File: config.mk
export PLATFORM = sky130hd
export DESIGN_NAME = framebuffer_scanout
export DESIGN_NICKNAME = d
export VERILOG_FILES = /design/src/rtl/framebuffer_scanout.sv
export SDC_FILE = /design/constraint.sdc
export NUM_CORES = 1
export LEC_CHECK = 0
export CAP_MARGIN = 20
export CORE_ASPECT_RATIO = 2
export CORE_MARGIN = 2
export CORE_UTILIZATION = 50
export DETAILED_ROUTE_END_ITERATION = 6
export PLACE_DENSITY = 0.79
export SYNTH_ARGS = -nofsm -noshare
export SYNTH_HDL_FRONTEND = slang
export SYNTH_SLANG_ARGS = --single-unit
File: constraint.sdc
create_clock -name clk -period 4.21 [get_ports clk]
set_input_delay 1.0525 -clock clk [delete_from_list [all_inputs] [get_ports clk]]
set_output_delay 1.0525 -clock clk [all_outputs]
set_load 0.02 [all_outputs]
File: src/rtl/framebuffer_scanout.sv
// -----------------------------------------------------------------------------
// framebuffer_scanout
//   Read-side engine of the framebuffer. Generates VGA-style raster timing and
//   streams RGB565 pixels out of framebuffer port B, upscaling each FB word to a
//   2^SCALE_SHIFT x 2^SCALE_SHIFT block of screen pixels.
//
//   Optional feature macro: FB_SCANOUT_BORDER_EN
//     defined   -> visible pixels outside the FB area show BORDER_COLOR
//     undefined -> those pixels are black (16'h0000)
//
// Ports
//   clk            pixel clock (same clock as the framebuffer read port)
//   reset          synchronous, active-high; aborts scanout immediately
//   enable         level; start / continue scanout
//   base_address   word base of the displayed buffer, latched once per frame
//   fb_address     read address to the framebuffer
//   fb_read_enable high when fb_address is a valid read this cycle
//   fb_data        framebuffer read data, valid one clock after the address
//   pixel          RGB565 output pixel
//   data_enable    pixel lies in the visible area
//   hsync, vsync   active-low sync pulses, aligned with pixel
//   frame_start    one-clock pulse with the first visible pixel of a frame
//   busy           high while running or draining the current frame
// -----------------------------------------------------------------------------
module framebuffer_scanout #(
   parameter int          H_ACTIVE      = 640,
   parameter int          H_FRONT       = 16,
   parameter int          H_SYNC        = 96,
   parameter int          H_BACK        = 48,
   parameter int          V_ACTIVE      = 480,
   parameter int          V_FRONT       = 10,
   parameter int          V_SYNC        = 2,
   parameter int          V_BACK        = 33,
   parameter int          FB_WIDTH_LOG2 = 6,
   parameter int          FB_HEIGHT     = 48,
   parameter int          SCALE_SHIFT   = 3,
   parameter logic [15:0] BORDER_COLOR  = 16'h001F
) (
   input  logic        clk,
   input  logic        reset,
   input  logic        enable,
   input  logic [16:0] base_address,
   output logic [16:0] fb_address,
   output logic        fb_read_enable,
   input  logic [15:0] fb_data,
   output logic [15:0] pixel,
   output logic        data_enable,
   output logic        hsync,
   output logic        vsync,
   output logic        frame_start,
   output logic        busy
);

   localparam int H_TOTAL = H_ACTIVE + H_FRONT + H_SYNC + H_BACK;
   localparam int V_TOTAL = V_ACTIVE + V_FRONT + V_SYNC + V_BACK;
   localparam int HW      = $clog2(H_TOTAL);
   localparam int VW      = $clog2(V_TOTAL);

   localparam logic [HW-1:0] H_LAST     = HW'(H_TOTAL - 1);
   localparam logic [VW-1:0] V_LAST     = VW'(V_TOTAL - 1);
   localparam logic [HW-1:0] H_VIS_END  = HW'(H_ACTIVE);
   localparam logic [VW-1:0] V_VIS_END  = VW'(V_ACTIVE);
   localparam logic [HW-1:0] HS_START   = HW'(H_ACTIVE + H_FRONT);
   localparam logic [HW-1:0] HS_END     = HW'(H_ACTIVE + H_FRONT + H_SYNC);
   localparam logic [VW-1:0] VS_START   = VW'(V_ACTIVE + V_FRONT);
   localparam logic [VW-1:0] VS_END     = VW'(V_ACTIVE + V_FRONT + V_SYNC);
   localparam logic [16:0]   FB_W       = 17'(2 ** FB_WIDTH_LOG2);
   localparam logic [16:0]   FB_H       = 17'(FB_HEIGHT);
   localparam logic [16:0]   FB_X_MASK  = FB_W - 17'd1;

`ifdef FB_SCANOUT_BORDER_EN
   localparam logic [15:0] FILL_COLOR = BORDER_COLOR;
`else
   // Outside the FB area the screen is black; the border colour is masked away.
   localparam logic [15:0] FILL_COLOR = BORDER_COLOR & 16'h0000;
`endif

   // Control bits carried down the pipeline alongside the memory read.
   localparam int C_DE   = 0;
   localparam int C_INFB = 1;
   localparam int C_HS   = 2;
   localparam int C_VS   = 3;
   localparam int C_FS   = 4;
   localparam int CW     = 5;
   localparam logic [CW-1:0] CTRL_IDLE = 5'b01100;   // syncs high, all else low
   localparam int PIPE_STAGES = 2;                    // address stage, data stage

   typedef enum logic [1:0] {ST_IDLE, ST_RUN, ST_DRAIN} state_t;

   state_t          state_reg, state_next;
   logic [HW-1:0]   h_count_reg, h_count_next;
   logic [VW-1:0]   v_count_reg, v_count_next;
   logic [16:0]     base_reg;
   logic [16:0]     fb_address_reg;
   logic [CW-1:0]   ctrl_reg [PIPE_STAGES];
   logic [15:0]     pixel_reg;
   logic            de_reg, hs_reg, vs_reg, fs_reg;

   logic            active;
   logic            frame_origin;
   logic            frame_end;
   logic            visible;
   logic            in_fb;
   logic [16:0]     fb_x, fb_y;
   logic [16:0]     base_eff;
   logic [16:0]     addr_now;
   logic [CW-1:0]   ctrl_now;

   // The raster advances in any cycle where scanout is live, including the
   // IDLE cycle that sees enable, so the first pixel leaves 3 clocks later.
   assign active       = (state_reg != ST_IDLE) || enable;
   assign frame_origin = (h_count_reg == '0) && (v_count_reg == '0);
   assign frame_end    = (h_count_reg == H_LAST) && (v_count_reg == V_LAST);

   always_comb begin
      state_next   = state_reg;
      h_count_next = '0;
      v_count_next = '0;
      case (state_reg)
         ST_IDLE:  if (enable) state_next = ST_RUN;
         ST_RUN:   if (!enable) state_next = ST_DRAIN;
         ST_DRAIN: begin
            if (enable)         state_next = ST_RUN;
            else if (frame_end) state_next = ST_IDLE;
         end
         default:  state_next = ST_IDLE;
      endcase
      if (active) begin
         if (h_count_reg == H_LAST) begin
            h_count_next = '0;
            v_count_next = (v_count_reg == V_LAST) ? '0 : v_count_reg + 1'b1;
         end else begin
            h_count_next = h_count_reg + 1'b1;
            v_count_next = v_count_reg;
         end
      end
   end

   always_ff @(posedge clk) begin
      if (reset) begin
         state_reg   <= ST_IDLE;
         h_count_reg <= '0;
         v_count_reg <= '0;
      end else begin
         state_reg   <= state_next;
         h_count_reg <= h_count_next;
         v_count_reg <= v_count_next;
      end
   end

   // The base is latched at the frame origin; the origin pixel itself uses the
   // live input so a buffer swap applies to the whole new frame and nothing else.
   always_ff @(posedge clk) begin
      if (reset)                      base_reg <= '0;
      else if (active && frame_origin) base_reg <= base_address;
   end

   always_comb begin
      fb_x     = 17'(h_count_reg >> SCALE_SHIFT);
      fb_y     = 17'(v_count_reg >> SCALE_SHIFT);
      visible  = (h_count_reg < H_VIS_END) && (v_count_reg < V_VIS_END);
      in_fb    = visible && (fb_x < FB_W) && (fb_y < FB_H);
      base_eff = frame_origin ? base_address : base_reg;
      addr_now = base_eff + ((fb_y << FB_WIDTH_LOG2) | (fb_x & FB_X_MASK));

      ctrl_now         = CTRL_IDLE;
      ctrl_now[C_DE]   = visible;
      ctrl_now[C_INFB] = in_fb;
      ctrl_now[C_HS]   = !((h_count_reg >= HS_START) && (h_count_reg < HS_END));
      ctrl_now[C_VS]   = !((v_count_reg >= VS_START) && (v_count_reg < VS_END));
      ctrl_now[C_FS]   = frame_origin;
   end

   // Stage 1: address register plus control bits.
   always_ff @(posedge clk) begin
      if (reset) begin
         fb_address_reg <= '0;
         ctrl_reg[0]    <= CTRL_IDLE;
      end else if (active) begin
         if (in_fb) fb_address_reg <= addr_now;
         ctrl_reg[0] <= ctrl_now;
      end else begin
         fb_address_reg <= '0;
         ctrl_reg[0]    <= CTRL_IDLE;
      end
   end

   // Remaining control stages track the memory read latency.
   generate
      for (genvar gi = 1; gi < PIPE_STAGES; gi++) begin : g_ctrl_pipe
         always_ff @(posedge clk) begin
            if (reset) ctrl_reg[gi] <= CTRL_IDLE;
            else       ctrl_reg[gi] <= ctrl_reg[gi-1];
         end
      end
   endgenerate

   // Final stage: pixel selection, aligned with fb_data.
   always_ff @(posedge clk) begin
      if (reset) begin
         pixel_reg <= '0;
         de_reg    <= 1'b0;
         hs_reg    <= 1'b1;
         vs_reg    <= 1'b1;
         fs_reg    <= 1'b0;
      end else begin
         if (!ctrl_reg[PIPE_STAGES-1][C_DE])       pixel_reg <= '0;
         else if (ctrl_reg[PIPE_STAGES-1][C_INFB]) pixel_reg <= fb_data;
         else                                      pixel_reg <= FILL_COLOR;
         de_reg <= ctrl_reg[PIPE_STAGES-1][C_DE];
         hs_reg <= ctrl_reg[PIPE_STAGES-1][C_HS];
         vs_reg <= ctrl_reg[PIPE_STAGES-1][C_VS];
         fs_reg <= ctrl_reg[PIPE_STAGES-1][C_FS];
      end
   end

   assign fb_address     = fb_address_reg;
   assign fb_read_enable = ctrl_reg[0][C_INFB];
   assign pixel          = pixel_reg;
   assign data_enable    = de_reg;
   assign hsync          = hs_reg;
   assign vsync          = vs_reg;
   assign frame_start    = fs_reg;
   assign busy           = (state_reg != ST_IDLE);

endmodule
==> impl_metrics.yaml, run 1 <==
outcome:
  outcome: "complete, no violations"
synthesis:
  synth_compound_area_share_pct: 10.5
  yosysTopAreaCell: "dfxtp_1"
  synth_seq_area_share_pct: 45.4
  yosysWarnings: 0
  syn_inst: 438
  synthFlopType: "dfxtp_1"
  synth_fa_ha_area_share_pct: 5.96
  synth-edff-count: 5
  synthTopCellsByArea: "dfxtp_1 (42%), nand2_1 (6.8%), ha_1 (5.4%), a21oi_1 (4.7%), mux2_2 (4.0%)"
  syn_avg_cell_area_sq_um: 8.92
  synth_top_cells_by_count: "dfxtp_1 (81), nand2_1 (71), nor2_1 (39), a21oi_1 (37), and3_1 (23)"
  yosysTopAreaCellShare_pct: 41.5
  synthXorXnorAreaFrac_pct: 6.05
  yosys.area_share.simple_pct: 24.4
  synth.distinct_cells: 45
  syn-cell-area_sq_um: 3910
  ys_async_sr_fraction_pct: 0
  yosysMostFrequentCell: "dfxtp_1"
  synth_top_family_by_area: "simple AND/OR/NAND/NOR gates"
  synthMuxAreaShare_pct: 5.32
  synth-seq-cells: 86
drt:
  drt_iter0_drc: 166
  drc: 0
  ant_nets: 0
  viasPerCell: 5.49
  wl_mm: 9.84
  first_pass_iters: 5
  vias: 3379
  avgRoutedWirePerCell_um: 16.0
worst_setup_path:
  cpMaxStageDelayCell: "or4_4"
  cp_slowest_stage_delay_ps: 580
  cp-start-kind: "flop"
  critical_path_class: "reg -> reg"
  cp-end-kind: "flop"
  crit_top_cell: "o21ai_0"
  crit_family: "compound AO/OA/AOI/OAI gates"
  crit_chain: "or4_4 > nor3_2 > buf_4 > mux2_2 > ha_1 > o21ai_0 > o21ai_0 > a211o_1 > nand2_1 > a211oi_2 > xor2_1 > o21ai_0"
  cp_num_buf_inv: 1
  arrival_ps: 4040
  crit_start: "v_count_reg[2]"
  cp_max_fo: 17
  r2r-start: "v_count_reg[2]"
  worstPathRequired_ps: 4450
grt:
  grt_pass1_vias: 3497
  grt_pass1_wl_mm: 16.0
  antenna_found_initial: 0
  grt_max_degree: 20
  track_usage_pct: 24.6
  globalRouteOverflowTotal: 0
pwr:
  power_density_nw_per_um2: 396
  p_leak_nw: 2.12
  internal_power_w: 0.00151
  pwr-share-seq_pct: 43.7
  clockPowerShare_pct: 42.6
  power_frac_comb_pct: 13.7
  peakVddDrop_v: 0.000229
  power.total_w: 0.00201
  p_sw_share_pct: 24.7
  p_sw_w: 0.000497
die:
  die_height_um: 129
  dieArea_sq_um: 8580
  die_w_um: 66.5
  core-area_sq_um: 7600
  start_util_pct: 51.4
  rows: 45
  ios: 75
hold_path:
  hp-class: "reg -> reg"
  min_from: "ctrl_reg[1][3]"
clock_network:
  clkSinkCount: 86
  cts_hold_buf: 0
  cts_made_buffers: 9
  cts_root_buf: "clkbuf_16"
  cts_resized: 0
  clock_latency_ps: 350
  cts_setup_buffers: 0
  cts_max_level: 3
  cts_tree: "built"
  cts_buffer_depth: 2
  path_clk_slew_ps: 60
timing:
  fin_crit_sh_pct: 90.4
  fin_skew_ps: 7.19
  slew_headroom_pct: 46.9
  finalSetupViolations: 0
  slew_viol_final: 0
  rsz0062_at_grt: "false"
  hold_viol: 0
  tns_ps: 0
  worst_hold_slack_ps: 409
  fin_crit_ps: 3800
  setup_slack_ps: 405
  tightest_slew_ps: 795
  max_freq_mhz: 263
run:
  drv_cap: 0
final_layout:
  n_antenna_cell: 0
  num-fill-cells: 614
  design_area_sq_um: 5080
  final_nets: 571
  area_growth_pct: 30.0
  drive_gt1_share_pct: 9.58
placement:
  io_buffer_count: 74
  routabilityCongestion: 0.949
  placed_area_sq_um: 4760
  hpwl_mm: 7.46
  place_ws_ps: 382
cells in the final DEF (no fill, tap or decap), types with 14 or more instances in the layout:
master | netlist | routed
dfxtp_1 | 81 | 81
clkdlybuf4s50_1 | 0 | 74
nand2_1 | 71 | 71
nor2_1 | 39 | 39
a21oi_1 | 37 | 37
and3_1 | 23 | 23
nand3_1 | 17 | 17
ha_1 | 17 | 17
xor2_1 | 15 | 15
mux2_2 | 14 | 14
worst paths after layout:
check                           slack [ps]  depth (start not counted)              to
worst max-delay path                   410                         12  fb_address[14]
worst min-delay path                   410                          1           vsync
worst max register to register         410                         12  fb_address[14]
worst min register to register         410                          1           vsync
layout make-up:
class                   instances  area [sq um]  area share (%)
well taps                      94           118            2.32
inverters                       7          26.3           0.517
clock inverters                 7          96.3            1.90
repair buffers                 79           778            15.3
clock buffers                   9           225            4.43
flip-flops and latches         86          1770            34.9
multi-input cells             334          2060            40.6
routing by layer:
metal  share of wire, %  wire length (um)  GRT usage [%]
met3                5.2               508           4.55
met5                  0                 0              0
met4                2.5               244           12.1
met2                 56              5480           46.9
met1                 37              3610           24.3
power groups by stage:
stage / clock (W) / sequential (W) / combinational, W
6_report: 0.000856 / 0.000879 / 0.000275
2_1_floorplan: 0 / 0.000910 / 0.000148
3_3_place_gp: 0 / 0.000895 / 0.000268
4_1_cts: 0.000866 / 0.000879 / 0.000275
3_5_place_dp: 0 / 0.000897 / 0.000274
5_1_grt: 0.000893 / 0.000883 / 0.000301
stage by stage:
| step | util (%) | cells |
|---|---|---|
| floorplan | - | 442 |
| global placement | 62.6 | 600 |
| detailed placement | 62.6 | 600 |
| CTS | 66.8 | 616 |
| global route | 66.8 | 616 |
| finish | 66.8 | 616 |
cell families (layout without fill, tap and decap cells):
logic type | count (synthesis) | after routing
AOI/OAI and AO/OA | 70 | 70
adders and majority gates | 18 | 18
and+or+nand+nor | 195 | 195
DFF | 86 | 86
other | 1 | 5
buffers and inverters | 22 | 102
muxes | 19 | 19
xor gates and xnor gates | 27 | 27
Power figures use the tool's default switching activity.
==> inputs of run 2 (changes only) <==
SKIP_LAST_GASP = 1   (was default)
==> results of run 2 <==
Final layout, timing and power as in run 1 (identical DEF).
